==> src/rtl/speed_sampler.sv <==
// Quadrature encoder speed sampler: per-channel decode and saturating count,
// sampled at a fixed rate into pv_o, with a ramp-limited copy of sp_i in sp_o.
`ifndef CLK_FREQ
`define CLK_FREQ 50000000
`endif
`ifndef PID_SPEED_FREQ
`define PID_SPEED_FREQ 1000
`endif
`ifndef QEI_RES
`define QEI_RES 16
`endif
`ifndef PID_RES
`define PID_RES 16
`endif

module speed_sampler #(
  parameter int             nch         = 2,
  parameter int             clk_freq    = `CLK_FREQ,
  parameter int             sample_freq = `PID_SPEED_FREQ,
  parameter int             qei_res     = `QEI_RES,
  parameter int             pv_res      = `PID_RES,
  parameter int             ramp_max    = 0,
  parameter logic [nch-1:0] invert      = '0
) (
  input  logic                  clk,
  input  logic                  rst,
  input  logic                  clr,
  input  logic                  en,
  input  logic [nch-1:0]        A_i,
  input  logic [nch-1:0]        B_i,
  input  logic [nch*pv_res-1:0] sp_i,
  output logic [nch*pv_res-1:0] pv_o,
  output logic [nch*pv_res-1:0] sp_o,
  output logic                  valid_o,
  output logic [nch-1:0]        ovf_o,
  output logic [nch-1:0]        err_o
);

  localparam int div  = clk_freq / sample_freq;
  localparam int divW = $clog2(div);
  localparam logic signed [pv_res:0] rampPos = (pv_res+1)'(ramp_max);
  localparam logic signed [pv_res:0] rampNeg = (pv_res+1)'(-ramp_max);

  logic [nch-1:0] aSync1, aSync2, aPrev;
  logic [nch-1:0] bSync1, bSync2, bPrev;
  logic [1:0]     inhibitCnt;
  logic [divW-1:0] divCnt;
  logic signed [qei_res-1:0] acc    [nch];
  logic signed [qei_res-1:0] accSat [nch];
  logic [pv_res-1:0]         spNext [nch];
  logic [nch-1:0]  satStep, illegal;
  logic            decodeOn, tick;

  assign decodeOn = (inhibitCnt == 2'd3);
  assign tick     = en && (divCnt == divW'(div - 1));

  always_comb begin
    logic [1:0]              move;
    logic signed [1:0]       delta;
    logic [qei_res:0]        sum;
    logic signed [pv_res:0]  diff;
    logic [pv_res-1:0]       spTgt, spCur;
    move  = '0;
    delta = '0;
    sum   = '0;
    diff  = '0;
    spTgt = '0;
    spCur = '0;
    satStep = '0;
    illegal = '0;
    for (int k = 0; k < nch; k++) begin
      // Gray state {A,B} mapped to a 2-bit position so the step is a plain difference
      move  = {aSync2[k], aSync2[k] ^ bSync2[k]} - {aPrev[k], aPrev[k] ^ bPrev[k]};
      delta = '0;
      if (decodeOn) begin
        case (move)
          2'b01:   delta = 2'sb01;
          2'b11:   delta = 2'sb11;
          2'b10:   illegal[k] = 1'b1;
          default: delta = '0;
        endcase
      end
      if (invert[k]) delta = -delta;

      sum = {acc[k][qei_res-1], acc[k]} + {{(qei_res-1){delta[1]}}, delta};
      if (sum[qei_res] != sum[qei_res-1]) begin
        satStep[k] = en;
        accSat[k]  = sum[qei_res] ? {1'b1, {(qei_res-1){1'b0}}} : {1'b0, {(qei_res-1){1'b1}}};
      end else begin
        accSat[k]  = sum[qei_res-1:0];
      end

      spTgt = sp_i[k*pv_res +: pv_res];
      spCur = sp_o[k*pv_res +: pv_res];
      diff  = {spTgt[pv_res-1], spTgt} - {spCur[pv_res-1], spCur};
      if (ramp_max == 0 || (diff <= rampPos && diff >= rampNeg))
        spNext[k] = spTgt;
      else if (diff > rampPos)
        spNext[k] = spCur + pv_res'(ramp_max);
      else
        spNext[k] = spCur - pv_res'(ramp_max);
    end
  end

  // NOTE: all state here uses non-blocking assignments so every register samples pre-edge values.
  always_ff @(posedge clk or posedge rst) begin
    if (rst) begin
      aSync1     <= '0;
      aSync2     <= '0;
      aPrev      <= '0;
      bSync1     <= '0;
      bSync2     <= '0;
      bPrev      <= '0;
      inhibitCnt <= '0;
      divCnt     <= '0;
      pv_o       <= '0;
      sp_o       <= '0;
      valid_o    <= 1'b0;
      ovf_o      <= '0;
      err_o      <= '0;
      for (int k = 0; k < nch; k++) acc[k] <= '0;
    end else begin
      aSync1 <= A_i;
      aSync2 <= aSync1;
      aPrev  <= aSync2;
      bSync1 <= B_i;
      bSync2 <= bSync1;
      bPrev  <= bSync2;
      if (!decodeOn) inhibitCnt <= inhibitCnt + 2'd1;

      if (clr) begin
        divCnt  <= '0;
        pv_o    <= '0;
        sp_o    <= '0;
        valid_o <= 1'b0;
        ovf_o   <= '0;
        err_o   <= '0;
        for (int k = 0; k < nch; k++) acc[k] <= '0;
      end else begin
        valid_o <= tick;
        ovf_o   <= ovf_o | satStep;
        err_o   <= err_o | illegal;
        if (en) divCnt <= tick ? '0 : divCnt + divW'(1);
        for (int k = 0; k < nch; k++) begin
          if (tick) begin
            acc[k]                   <= '0;
            pv_o[k*pv_res +: pv_res] <= pv_res'(accSat[k]);
            sp_o[k*pv_res +: pv_res] <= spNext[k];
          end else if (en) begin
            acc[k] <= accSat[k];
          end
        end
      end
    end
  end

endmodule

==> config.mk <==
export PLATFORM = sky130hd
export DESIGN_NAME = speed_sampler
export DESIGN_NICKNAME = d
export VERILOG_FILES = /design/src/rtl/speed_sampler.sv
export SDC_FILE = /design/constraint.sdc
export NUM_CORES = 1
export LEC_CHECK = 0
export ABC_CLOCK_PERIOD_IN_PS = 5100
export CORE_MARGIN = 2
export CORE_UTILIZATION = 54
export DETAILED_ROUTE_END_ITERATION = 8
export PLACE_DENSITY = 0.81
export SLEW_MARGIN = 20
export SYNTH_ARGS = -nofsm -noshare
export SYNTH_HDL_FRONTEND = slang
export SYNTH_SLANG_ARGS = --single-unit
==> constraint.sdc <==
create_clock -name clk -period 5.1 [get_ports clk]
set_input_delay 1.02 -clock clk [delete_from_list [all_inputs] [get_ports clk]]
set_output_delay 1.02 -clock clk [all_outputs]
set_load 0.05 [all_outputs]
==> results of run 1 <==
## flip-flops by register name (all words and copies together) (netlist names)
signal      flops
acc            32
pv_o           32
sp_o           32
divCnt         16
aPrev           2
aSync1          2
aSync2          2
bPrev           2
bSync1          2
bSync2          2
err_o           2
inhibitCnt      2
ovf_o           2
valid_o         1
## cells by family (layout without fill, tap and decap cells)
logic type | after synthesis | count (layout)
flops | 131 | 131
compound gates | 179 | 179
mux | 6 | 6
buf+inv | 40 | 161
xor+xnor | 52 | 52
simple gates | 175 | 175
fa+ha+maj | 55 | 55
## metrics by stage
stage          instance area [um2]  std cells  power, W  hold slack (ns)  setup WS (ns)
2_1_floorplan                 6630        638   0.00225            0.331          0.582
4_1_cts                       8470        906   0.00386            0.351          0.863
3_5_place_dp                  7840        874   0.00255            0.337          0.898
3_3_place_gp                  7840        874   0.00250            0.334           1.03
5_1_grt                       8470        906   0.00406            0.357          0.375
6_report                      8470        906   0.00385            0.349          0.850
## area by class of cell
cell class | count | share of cell area
Clock buffer | 19 | 0.0535
Sequential cell | 131 | 0.387
Clock inverter | 13 | 0.0204
Tap cell | 147 | 0.0217
Multi-Input combinational cell | 467 | 0.375
Timing Repair Buffer | 118 | 0.137
Inverter | 11 | 0.00517
## power by group through the flow
stage	Sequential [W]	Clock, W	Combinational [W]
2_1_floorplan	0.00125	0	0.00100
6_report	0.00123	0.00129	0.00134
3_5_place_dp	0.00124	0	0.00131
3_3_place_gp	0.00124	0	0.00127
5_1_grt	0.00124	0.00134	0.00147
4_1_cts	0.00123	0.00130	0.00132
## worst reg2reg max path, delay by kind of cell, from the launching register on
family	cells	cell delay [ns]
adder cells (fa/ha/maj)	3	1.01
XOR/XNOR	3	0.51
AO/OA/AOI/OAI	8	1.46
buffers and inverters	3	0.57
AND/OR/NAND/NOR	2	0.16
flip-flops	1	0.42
## placed cells by master, fill, tap and decap left out, types with 3 or more instances in the layout
cell             instances
inv_1                    8
a21o_1                  10
clkinv_4                 4
o2111ai_1                3
dfrtp_1                131
nand4_1                  3
xor2_1                  23
clkbuf_16               17
nand3_1                  9
nand2_1                 86
ha_1                    38
and2_1                   4
a22o_1                  34
inv_6                    4
and3_1                   7
o21ai_0                 27
clkdlybuf4s50_1        108
maj3_2                   6
nor4b_1                  3
buf_4                   10
mux2i_1                  5
a21oi_1                 23
a211oi_1                 4
nor2_1                  44
o21ai_1                 45
nand2b_1                 3
o21bai_1                 4
bufinv_16                3
o211ai_1                 6
nor2b_1                  7
a31oi_1                  4
xnor2_1                 28
maj3_1                   9
## metal layers
layer / track usage / up-vias
met5: 0 / -
met3: 0.0575 / 21
met1: 0.338 / 2564
li1: - / 2482
met4: 0.0956 / 0
met2: 0.391 / 189
## worst paths after layout
kind	from	end	slack (ns)
max	aSync2[0]	acc[23]	0.85
min	aSync1[1]	aSync2[1]	0.35
max reg2reg	aSync2[0]	acc[23]	0.85
min reg2reg	aSync1[1]	aSync2[1]	0.35
max in group asynchronous	rst	aSync2[0]	3.04
min in group asynchronous	rst	acc[0]	1.06
==> impl_results.md, run 1 <==
- Worst-margin pin slew: about 0.96 ns
- Drt drc: 0
- Count leader, synth: dfrtp_1
- Site row count: 40
- Max incr delay on CP: around 0.47 ns
- Post-CTS Setup Bufs: 0
- Sw power: 0.00137 W
- RSZ-0062 raised after global routing: false
- Post-synth EDFFs: 0
- Sw Ratio: 0.355
- Number of global-route vias before repair: 5185
- Post-layout util: 0.705
- Starting DRT DRC Count: between 300 and 400
- Crit Path Max Fanout: 16
- Die Span Y: about 110 um
- Simple-gate portion of the synthesized area: 0.119
- Routability cong.: 0.915
- Post-route clock period utilization: 0.833
- Reg2Reg Depth: 19
- # diodes: 0
- Detailed Place HPWL: roughly 10000 um
- Synth Warn #: 0
- Post-Synth XOR/XNOR Area: 0.0698
- Met2 WL: ~7000 um
- CTS sink count: approximately 130
- Cell-internal power: 0.00248 W
- Average via count per standard cell: between 5 and 6
- Critical path type: reg2reg
- Largest net degree at the start of global routing: 65
- Crit start category: register
- Wire length on met3: 1010 um
- Post-Route Setup TNS: 0 ns
- Area of the multi-input gates: 3180 um2
- Initial Util: 0.552
- Ports: 109
- Core Area: 12000 um2
- Sequential cell area fraction in the yosys report: 0.494
- Area share of the largest cell type after synthesis: 0.494
- Pre-antenna DRT Iters: 5
- Clk root buf: clkbuf_16
- Hold path depth: 0
- Crit end category: register
- Final setup violation count: 0
- Die width: 115 um
- Max layer used: met4
- Final antenna-violating net count: 0
- Critical path depth: 19
- Largest cells by area after synthesis: dfrtp_1 (49%), ha_1 (7.2%), nand2_1 (4.9%)
- Post-synth cell types: 59
- Final Hold Viols: 0
- Proportion of synthesized area in mux cells: 0.00924
- Htree depth: 4
- Compound-cell area share of the yosys netlist: 0.179
- Clock power frac: 0.334
- Routed wire length per instance: 17.1 um
- Share of cells above drive strength 1: 0.0843
- FF+latch area: 3280 um2
- Flops & latches, synth: between 100 and 150
- Post-Syn Area: 6630 um2
- Post-synth ARST share: 1.00
- # hold bufs at CTS: 0
- Post-Synth Adder-Cell Area: 0.101
- Top FF cell, synth: dfrtp_1
- Nets: 826
- Final Slew Violations: 0
- GRT Residual Overflow: 0
- Clock Latency Late Sink: 0.42 ns
- Status: finished, final reports clean
- Post-synth top cells: dfrtp_1 (131), nand2_1 (86), o21ai_1 (45)
- CP Buf/Inv Count: 3
- Syn Area/Cell: 10.4 um2
- Clock Path Buffers: 2
- Worst slew margin relative to its limit: 0.355
- First-pass GRT wire length: roughly 26000 um
- Logic pwr share: 0.347
- Critical Path AT: about 4.6 ns
- Vias: 5256
- Clock-pin slew on the worst setup and hold paths: 0.06 ns
- Die area: 13200 um2
- Critical path required time: ~5.4 ns
- Sequential share of power: 0.319
- Largest family of logic cells by synthesized area: compound AO/OA/AOI/OAI gates
- Area Growth Syn to Fin: 27.6%
- IO Port Bufs: 108
- Number of gates resized after cts: 0
- Initial antenna violation count: 0
- HP Class: reg2reg
- Filler instances: between 800 and 900
- Area leader, netlist: dfrtp_1
- Crit-path cells: xnor2_1 -> ha_1 -> xnor2_1 -> nand2_1 -> nor2_1 -> buf_4 -> ha_1 -> o21ai_0 -> o21bai_1 -> a21oi_1 -> o211ai_1 -> a21oi_1 -> o21bai_1 -> xor2_1 -> ha_1 -> inv_1 -> o21ai_0 -> buf_4 -> o21ai_0
- TritonCTS Buffers: 17
- Critical path's slowest cell: ha_1
- Setup Skew: 0.00902 ns
- Total Wirelength: 15500 um
- Worst path top cell family by delay: compound AO/OA/AOI/OAI gates
- M1 WL: 7140 um
- All-Layer GR Usage: 0.248
- Post-Synthesis Cells: 638
- Worst vdd ir: 249 uV
- Static leakage: 3.85 nW
- Max-Cap Viols: 0
- Max Fclk: 0.235 GHz
- CTS tree: done
- Mapped Nets: 718
- Min Tclk post-route: 4.25 ns
- Pwr Density: 455 nW/um2
(Power assumes the default switching activity.)
==> inputs of run 2 (changes only) <==
--- a/config.mk
+++ b/config.mk
@@ -5,11 +5,11 @@
 export SDC_FILE = /design/constraint.sdc
 export NUM_CORES = 1
 export LEC_CHECK = 0
-export ABC_CLOCK_PERIOD_IN_PS = 5100
+export ABC_CLOCK_PERIOD_IN_PS = 3800
 export CORE_MARGIN = 2
-export CORE_UTILIZATION = 54
+export CORE_UTILIZATION = 49
 export DETAILED_ROUTE_END_ITERATION = 8
-export PLACE_DENSITY = 0.81
+export PLACE_DENSITY = 0.77
 export SLEW_MARGIN = 20
 export SYNTH_ARGS = -nofsm -noshare
 export SYNTH_HDL_FRONTEND = slang
==> constraint.sdc (replaced) <==
create_clock -name clk -period 3.8 [get_ports clk]
set_input_delay 0.76 -clock clk [delete_from_list [all_inputs] [get_ports clk]]
set_output_delay 0.76 -clock clk [all_outputs]
set_load 0.05 [all_outputs]
==> run 2 against run 1 <==
  * Register-to-register slack worse by 0.75 ns
  * Flip-flop and latch count unchanged
  * Combinational power up 71%
  * Setup slack worse by 0.75 ns
  * Global-route usage down 1.6 points
  * Critical endpoint is now pv_o[8]
  * Count of clock-buffer cells in the layout up 4
  * Worst hold slack better by 0.0062 ns
  * Sequential share of layout area down 2.2 points
  * Critical path type unchanged
  * Highest routed layer unchanged
  * Clock skew up 0.0019 ns
  * Sequential power up 36%
  * Routed wire length up 6.5%
  * Cell count up 5.8%
==> impl_results.md, run 2 (synthesis results as in run 1) <==
- # diodes: 0
- CTS sink count: 131
- # hold bufs at CTS: 0
- Drt drc: 0
- Post-Place Cells: 918
- Average via count per standard cell: approximately 5.6
- Non-filler cells in the finished layout: 959
- M1 GR Usage: 0.317
- Max-Cap Viols: 0
- Routability cong.: 0.913
- Busiest grt layer: met2
- GRT Residual Overflow: 0
- Clock-pin slew on the worst setup and hold paths: 0.05 ns
- Min Tclk post-route: 3.70 ns
- IO Port Bufs: between 100 and 150
- Largest net degree at the start of global routing: 56
- M3 GR Usage: 0.0528
- Pre-antenna DRT Iters: 4
- Final antenna-violating net count: 0
- Clock Latency Late Sink: between 0.4 and 0.5 ns
- Die Span Y: 120 um
- Crit Path Max Fanout: 7
- Share of cells above drive strength 1: 0.155
- RSZ-0062 raised after global routing: true
- Total Wirelength: 16500 um
- HP Class: reg2reg
- Post-Route Setup TNS: 0 ns
- Critical path type: reg2reg
- FF+latch area: 3280 um2
- Initial antenna violation count: 0
- Top flop regs: acc: 32 flops, pv_o: 32 flops, sp_o: 32 flops
- Post-route clock period utilization: 0.974
- Initial Util: 0.501
- Vias: 5332
- GRT met2 Usage: 0.366
- Worst vdd ir: 325 uV
- Htree depth: 4
- Crit end category: register
- Static leakage: approximately 4.0 nW
- Worst-margin pin slew: around 0.73 ns
- Status: finished, final reports clean
- Final Cell Area: 8970 um2
- Critical path's slowest cell: dfrtp_1
- Crit start category: register
- CTS tree: done
- Critical Path AT: 3.99 ns
- Nets: around 850
- All-Layer GR Usage: 0.232
- Core Area: 13200 um2
- Final setup violation count: 0
- TritonCTS Buffers: 17
- Max incr delay on CP: 0.40 ns
- Routed wire length per instance: 17.2 um
- Area of the multi-input gates: 3410 um2
- Final Hold Viols: 0
- Clock Path Buffers: 2
- Crit-path cells: xor2_1 -> ha_2 -> xnor2_2 -> nand2_1 -> nor2_4 -> buf_12 -> ha_4 -> a21o_1 -> a31o_4 -> a21oi_2 -> o211ai_1 -> a21oi_2 -> o21bai_2 -> xor2_2 -> ha_4 -> inv_6 -> o21ai_4 -> buf_6 -> o21ai_1
- DP Area: 8100 um2
- Site row count: 42
- Filler instances: 1001
- Die area: 14500 um2
- Detailed Place HPWL: approximately 11000 um
- First-pass GRT wire length: 26700 um
- Critical path required time: 4.09 ns
- Post-layout util: 0.678
- Setup Skew: 0.0109 ns
- Die width: 120 um
- Number of global-route vias before repair: around 5300
- Worst path top cell family by delay: compound AO/OA/AOI/OAI gates
- CP Buf/Inv Count: 3
- Final Slew Violations: 0
- Ports: 109
- Clk root buf: clkbuf_16
- Worst slew margin relative to its limit: 0.510
- Commonest cells after routing, fill and taps aside: dfrtp_1 (131), clkdlybuf4s50_1 (108), nand2_1 (86)
- Commonest non-fill, non-tap cell in the layout: dfrtp_1
- Area Growth Syn to Fin: 35.3%
- Pwr Density: 616 nW/um2
- Max Fclk: between 0.2 and 0.3 GHz
- Starting DRT DRC Count: 306
-- run 2: final cells by class --
| class | instances | share of cell area |
|---|---|---|
| clock buffers | 23 | 0.0544 |
| repair buffers | 146 | 0.161 |
| inverters | 11 | 0.00558 |
| flip-flops and latches | 131 | 0.365 |
| well taps | 176 | 0.0245 |
| clock inverters | 5 | 0.00864 |
| multi-input cells | 467 | 0.380 |
-- run 2: through the flow --
step | power, W | setup slack, ns | hold slack (ns)
3_3_place_gp | 0.00352 | 0.0313 | 0.341
4_1_cts | 0.00529 | 0.00469 | 0.357
3_5_place_dp | 0.00360 | -0.191 | 0.343
2_1_floorplan | 0.00308 | 0.00646 | 0.331
5_1_grt | 0.00584 | -0.0732 | 0.356
6_report | 0.00553 | 0.0988 | 0.355
-- run 2: path summary, 6_finish.rpt --
kind / start / endpoint / slack [ns] / cells past startpoint
worst min-delay path: bSync1[0] / bSync2[0] / 0.36 / 0
worst max-delay path: aPrev[0] / pv_o[8] / 0.1 / 19
worst max register to register: aPrev[0] / pv_o[8] / 0.1 / 19
max in group asynchronous: rst / acc[3] / 2.56 / 3
worst min register to register: bSync1[0] / bSync2[0] / 0.36 / 0
min in group asynchronous: rst / sp_o[31] / 0.64 / 2
-- run 2: timing repair --
| item | in CTS | in global routing |
|---|---|---|
| gates cloned | 1 | 2 |
| resized for setup | 9 | 48 |
| buffers inserted | 5 | 5 |
| pin swaps | 3 | 16 |
| endpoints found under the setup margin | 27 | 43 |
-- run 2: power by group --
group	switching (W)	internal, W	total, W
sequential	0.000126	0.00154	0.00167
combinational	0.00127	0.00102	0.00229
clock	0.000550	0.00102	0.00157
-- run 2: routing by layer --
metal	wire, um	part of all wire
met1	7560	0.46
met2	7710	0.47
met4	267	0.016
met3	955	0.058
met5	0	0
==> inputs of run 3 (changes only) <==
--- a/config.mk
+++ b/config.mk
@@ -5,11 +5,14 @@
 export SDC_FILE = /design/constraint.sdc
 export NUM_CORES = 1
 export LEC_CHECK = 0
+export ABC_AREA = 1
 export ABC_CLOCK_PERIOD_IN_PS = 3800
 export CORE_MARGIN = 2
-export CORE_UTILIZATION = 49
+export CORE_UTILIZATION = 50
 export DETAILED_ROUTE_END_ITERATION = 8
-export PLACE_DENSITY = 0.77
+export HOLD_SLACK_MARGIN = 0.05
+export PLACE_DENSITY = 0.78
+export REMOVE_ABC_BUFFERS = 1
 export SLEW_MARGIN = 20
 export SYNTH_ARGS = -nofsm -noshare
 export SYNTH_HDL_FRONTEND = slang
==> run 3 against run 2 <==
  * Flip-flop and latch count stayed put
  * Core utilization shrank 2.5 points
  * Sequential share of layout area shrank 1.6 points
  * Cell count up 23%
  * Sequential power about the same
  * Routed wire length up 8.8%
  * Die area rose by 7.2%
  * Power increased by 1.5%
  * Largest cell class unchanged
==> impl_results.md, run 3 <==
- Nets: around 1100
- Critical path required time: 4.10 ns
- Min Hold Slack: 0.347 ns
- Pwr Density: 598 nW/um2
- Final antenna-violating net count: 0
- First-pass GRT wire length: 30400 um
- Initial antenna violation count: 0
- Final setup violation count: 0
- Largest net degree at the start of global routing: 61
- Sequential cell area fraction in the yosys report: 0.451
- Filler instances: 1170
- Critical Path AT: 3.93 ns
- Worst vdd ir: 366 uV
- Routed wire length per instance: 15.2 um
- Site row count: 44
- Area share of the largest cell type after synthesis: 0.451
- All-Layer GR Usage: 0.238
- Area Growth Syn to Fin: 28.9%
- Status: finished, final reports clean
- Reg2Reg Depth: 20
- Number of global-route vias before repair: 6321
- Initial Util: 0.506
- Die width: 125 um
- Clk root buf: clkbuf_16
- GRT Residual Overflow: 0
- Post-synth ARST share: 1.00
- Post-synth cell types: 41
- Post-synth EDFFs: 0
- Post-Route Setup TNS: 0 ns
- Commonest cells after routing, fill and taps aside: nand2_1 (245), dfrtp_1 (131), clkdlybuf4s50_1 (108)
- Post-synth top cells: nand2_1 (247), dfrtp_1 (131), nand3_1 (90)
- Starting DRT DRC Count: roughly 380
- Count leader, synth: nand2_1
- Synth Warn #: 0
- Commonest non-fill, non-tap cell in the layout: nand2_1
- Core Area: 14400 um2
- CTS tree: done
- Top flop regs: acc: 32 flops, pv_o: 32 flops, sp_o: 32 flops
- Total Wirelength: 17900 um
- Max Fclk: around 0.28 GHz
- Clock-pin slew on the worst setup and hold paths: around 0.060 ns
- Crit Path Max Fanout: 5
- Top FF cell, synth: dfrtp_1
- Setup Skew: 0.00686 ns
- Detailed Place HPWL: approximately 12000 um
- IO Port Bufs: 108
- Syn Area/Cell: 8.47 um2
- Final Hold Viols: 0
- Die area: roughly 16000 um2
- # hold bufs at CTS: 0
- Htree depth: 4
- CTS sink count: 131
- Post-Synthesis Cells: 859
- # diodes: 0
- HP Class: reg2reg
- Flops & latches, synth: 131
- Hold path depth: 0
- Vias: between 6000 and 7000
- Crit start category: register
- Post-Place Cells: between 1000 and 1500
- Static leakage: 4.68 nW
- Worst slew margin relative to its limit: 0.506
- Power Total: about 0.0056 W
- Post-route clock period utilization: 0.954
- Min Tclk post-route: 3.63 ns
- Post-Syn Area: roughly 7300 um2
- Die Span Y: 125 um
- TritonCTS Buffers: 17
- Pre-antenna DRT Iters: 7
- Share of cells above drive strength 1: 0.122
- Drt drc: 0
- Critical path type: reg2reg
- Area leader, netlist: dfrtp_1
- Routability cong.: 0.877
- Average via count per standard cell: between 5 and 6
- Clock Path Buffers: 2
- Worst-margin pin slew: 0.741 ns
- Ports: around 110
- Final Slew Violations: 0
- Clock Latency Late Sink: 0.42 ns
- Non-filler cells in the finished layout: about 1200
- Post-layout util: 0.652
- Crit end category: register
- Max-Cap Viols: 0
- Largest cells by area after synthesis: dfrtp_1 (45%), nand2_1 (13%), ha_1 (6.5%)
## run 3: changes by cell type in the layout (fill, tap and decap cells not counted), moves of 8 or more
cell	change
nand2_1	+159
nand3_1	+81
inv_1	+52
o21ai_1	-51
nand2_2	+21
a21oi_1	+16
xnor2_1	-13
xor2_1	-12
maj3_1	-9
nor2_1	+9
nand3_2	+8
nor3_1	+8
o21ai_0	+8
## run 3: layout make-up
class | count | area, um2 | share of cell area
Clock inverter | 11 | 208 | 0.0222
Inverter | 66 | 253 | 0.0270
Multi-Input combinational cell | 634 | 3630 | 0.387
Timing Repair Buffer | 136 | 1330 | 0.142
Sequential cell | 131 | 3280 | 0.350
Tap cell | 184 | 230 | 0.0246
Clock buffer | 20 | 447 | 0.0477
## run 3: worst paths after layout
kind	startpoint	slack (ns)	end
worst max-delay path	aSync2[0]	0.17	pv_o[1]
worst min-delay path	aSync1[0]	0.35	aSync2[0]
worst max register to register	aSync2[0]	0.17	pv_o[1]
worst min register to register	aSync1[0]	0.35	aSync2[0]
max in group asynchronous	rst	2.19	sp_o[9]
min in group asynchronous	rst	0.84	sp_o[23]
## run 3: routing by layer
layer | wire length, um | track usage | up-vias
li1 | - | - | 3100
met1 | 8150 | 0.312 | 2977
met2 | 8760 | 0.396 | 132
met3 | 644 | 0.0468 | 34
met4 | 385 | 0.0820 | 0
met5 | 0 | 0 | -
## run 3: worst max-delay path, cell delays in order, from the launching register on
cell	delay, ns
dfrtp_1	0.42
xnor2_2	0.15
ha_2	0.19
xor2_2	0.20
nor3_4	0.17
buf_6	0.16
buf_12	0.11
ha_2	0.30
a21oi_2	0.16
o21ai_1	0.09
nand2_1	0.07
o211a_1	0.15
nand2_1	0.06
or2_2	0.26
nand2_1	0.09
inv_1	0.07
ha_4	0.26
buf_4	0.16
or2_2	0.29
nand3_1	0.09
nand2_1	0.06
## run 3: what timing repair did
item	4_1_cts	5_1_grt
setup endpoints to repair	4	31
setup buffers	4	3
cloned	0	1
pin swaps	0	4
resized for setup	1	20
## run 3: per-stage QoR
step	setup WS, ns	cell area [um2]
2_1_floorplan	-0.754	7070
3_3_place_gp	0.121	8570
3_5_place_dp	0.0361	8570
4_1_cts	0.0364	9270
5_1_grt	-0.0238	9370
6_report	0.173	9370
## run 3: logic make-up (layout without fill, tap and decap cells)
group | count (synthesis) | count (layout) | share of synthesized area
simple gates | 460 | 460 | 0.288
flops | 131 | 131 | 0.451
compound gates | 108 | 108 | 0.0962
buf+inv | 94 | 233 | 0.0628
fa+ha+maj | 40 | 40 | 0.0709
xor+xnor | 26 | 26 | 0.0313
## run 3: where the power goes
| group | total (W) | switching, W | internal [W] |
|---|---|---|---|
| registers | 0.00164 | 0.000102 | 0.00154 |
| logic | 0.00213 | 0.00133 | 0.000805 |
| clock network | 0.00184 | 0.000598 | 0.00124 |
| total | 0.00561 | 0.00203 | 0.00358 |
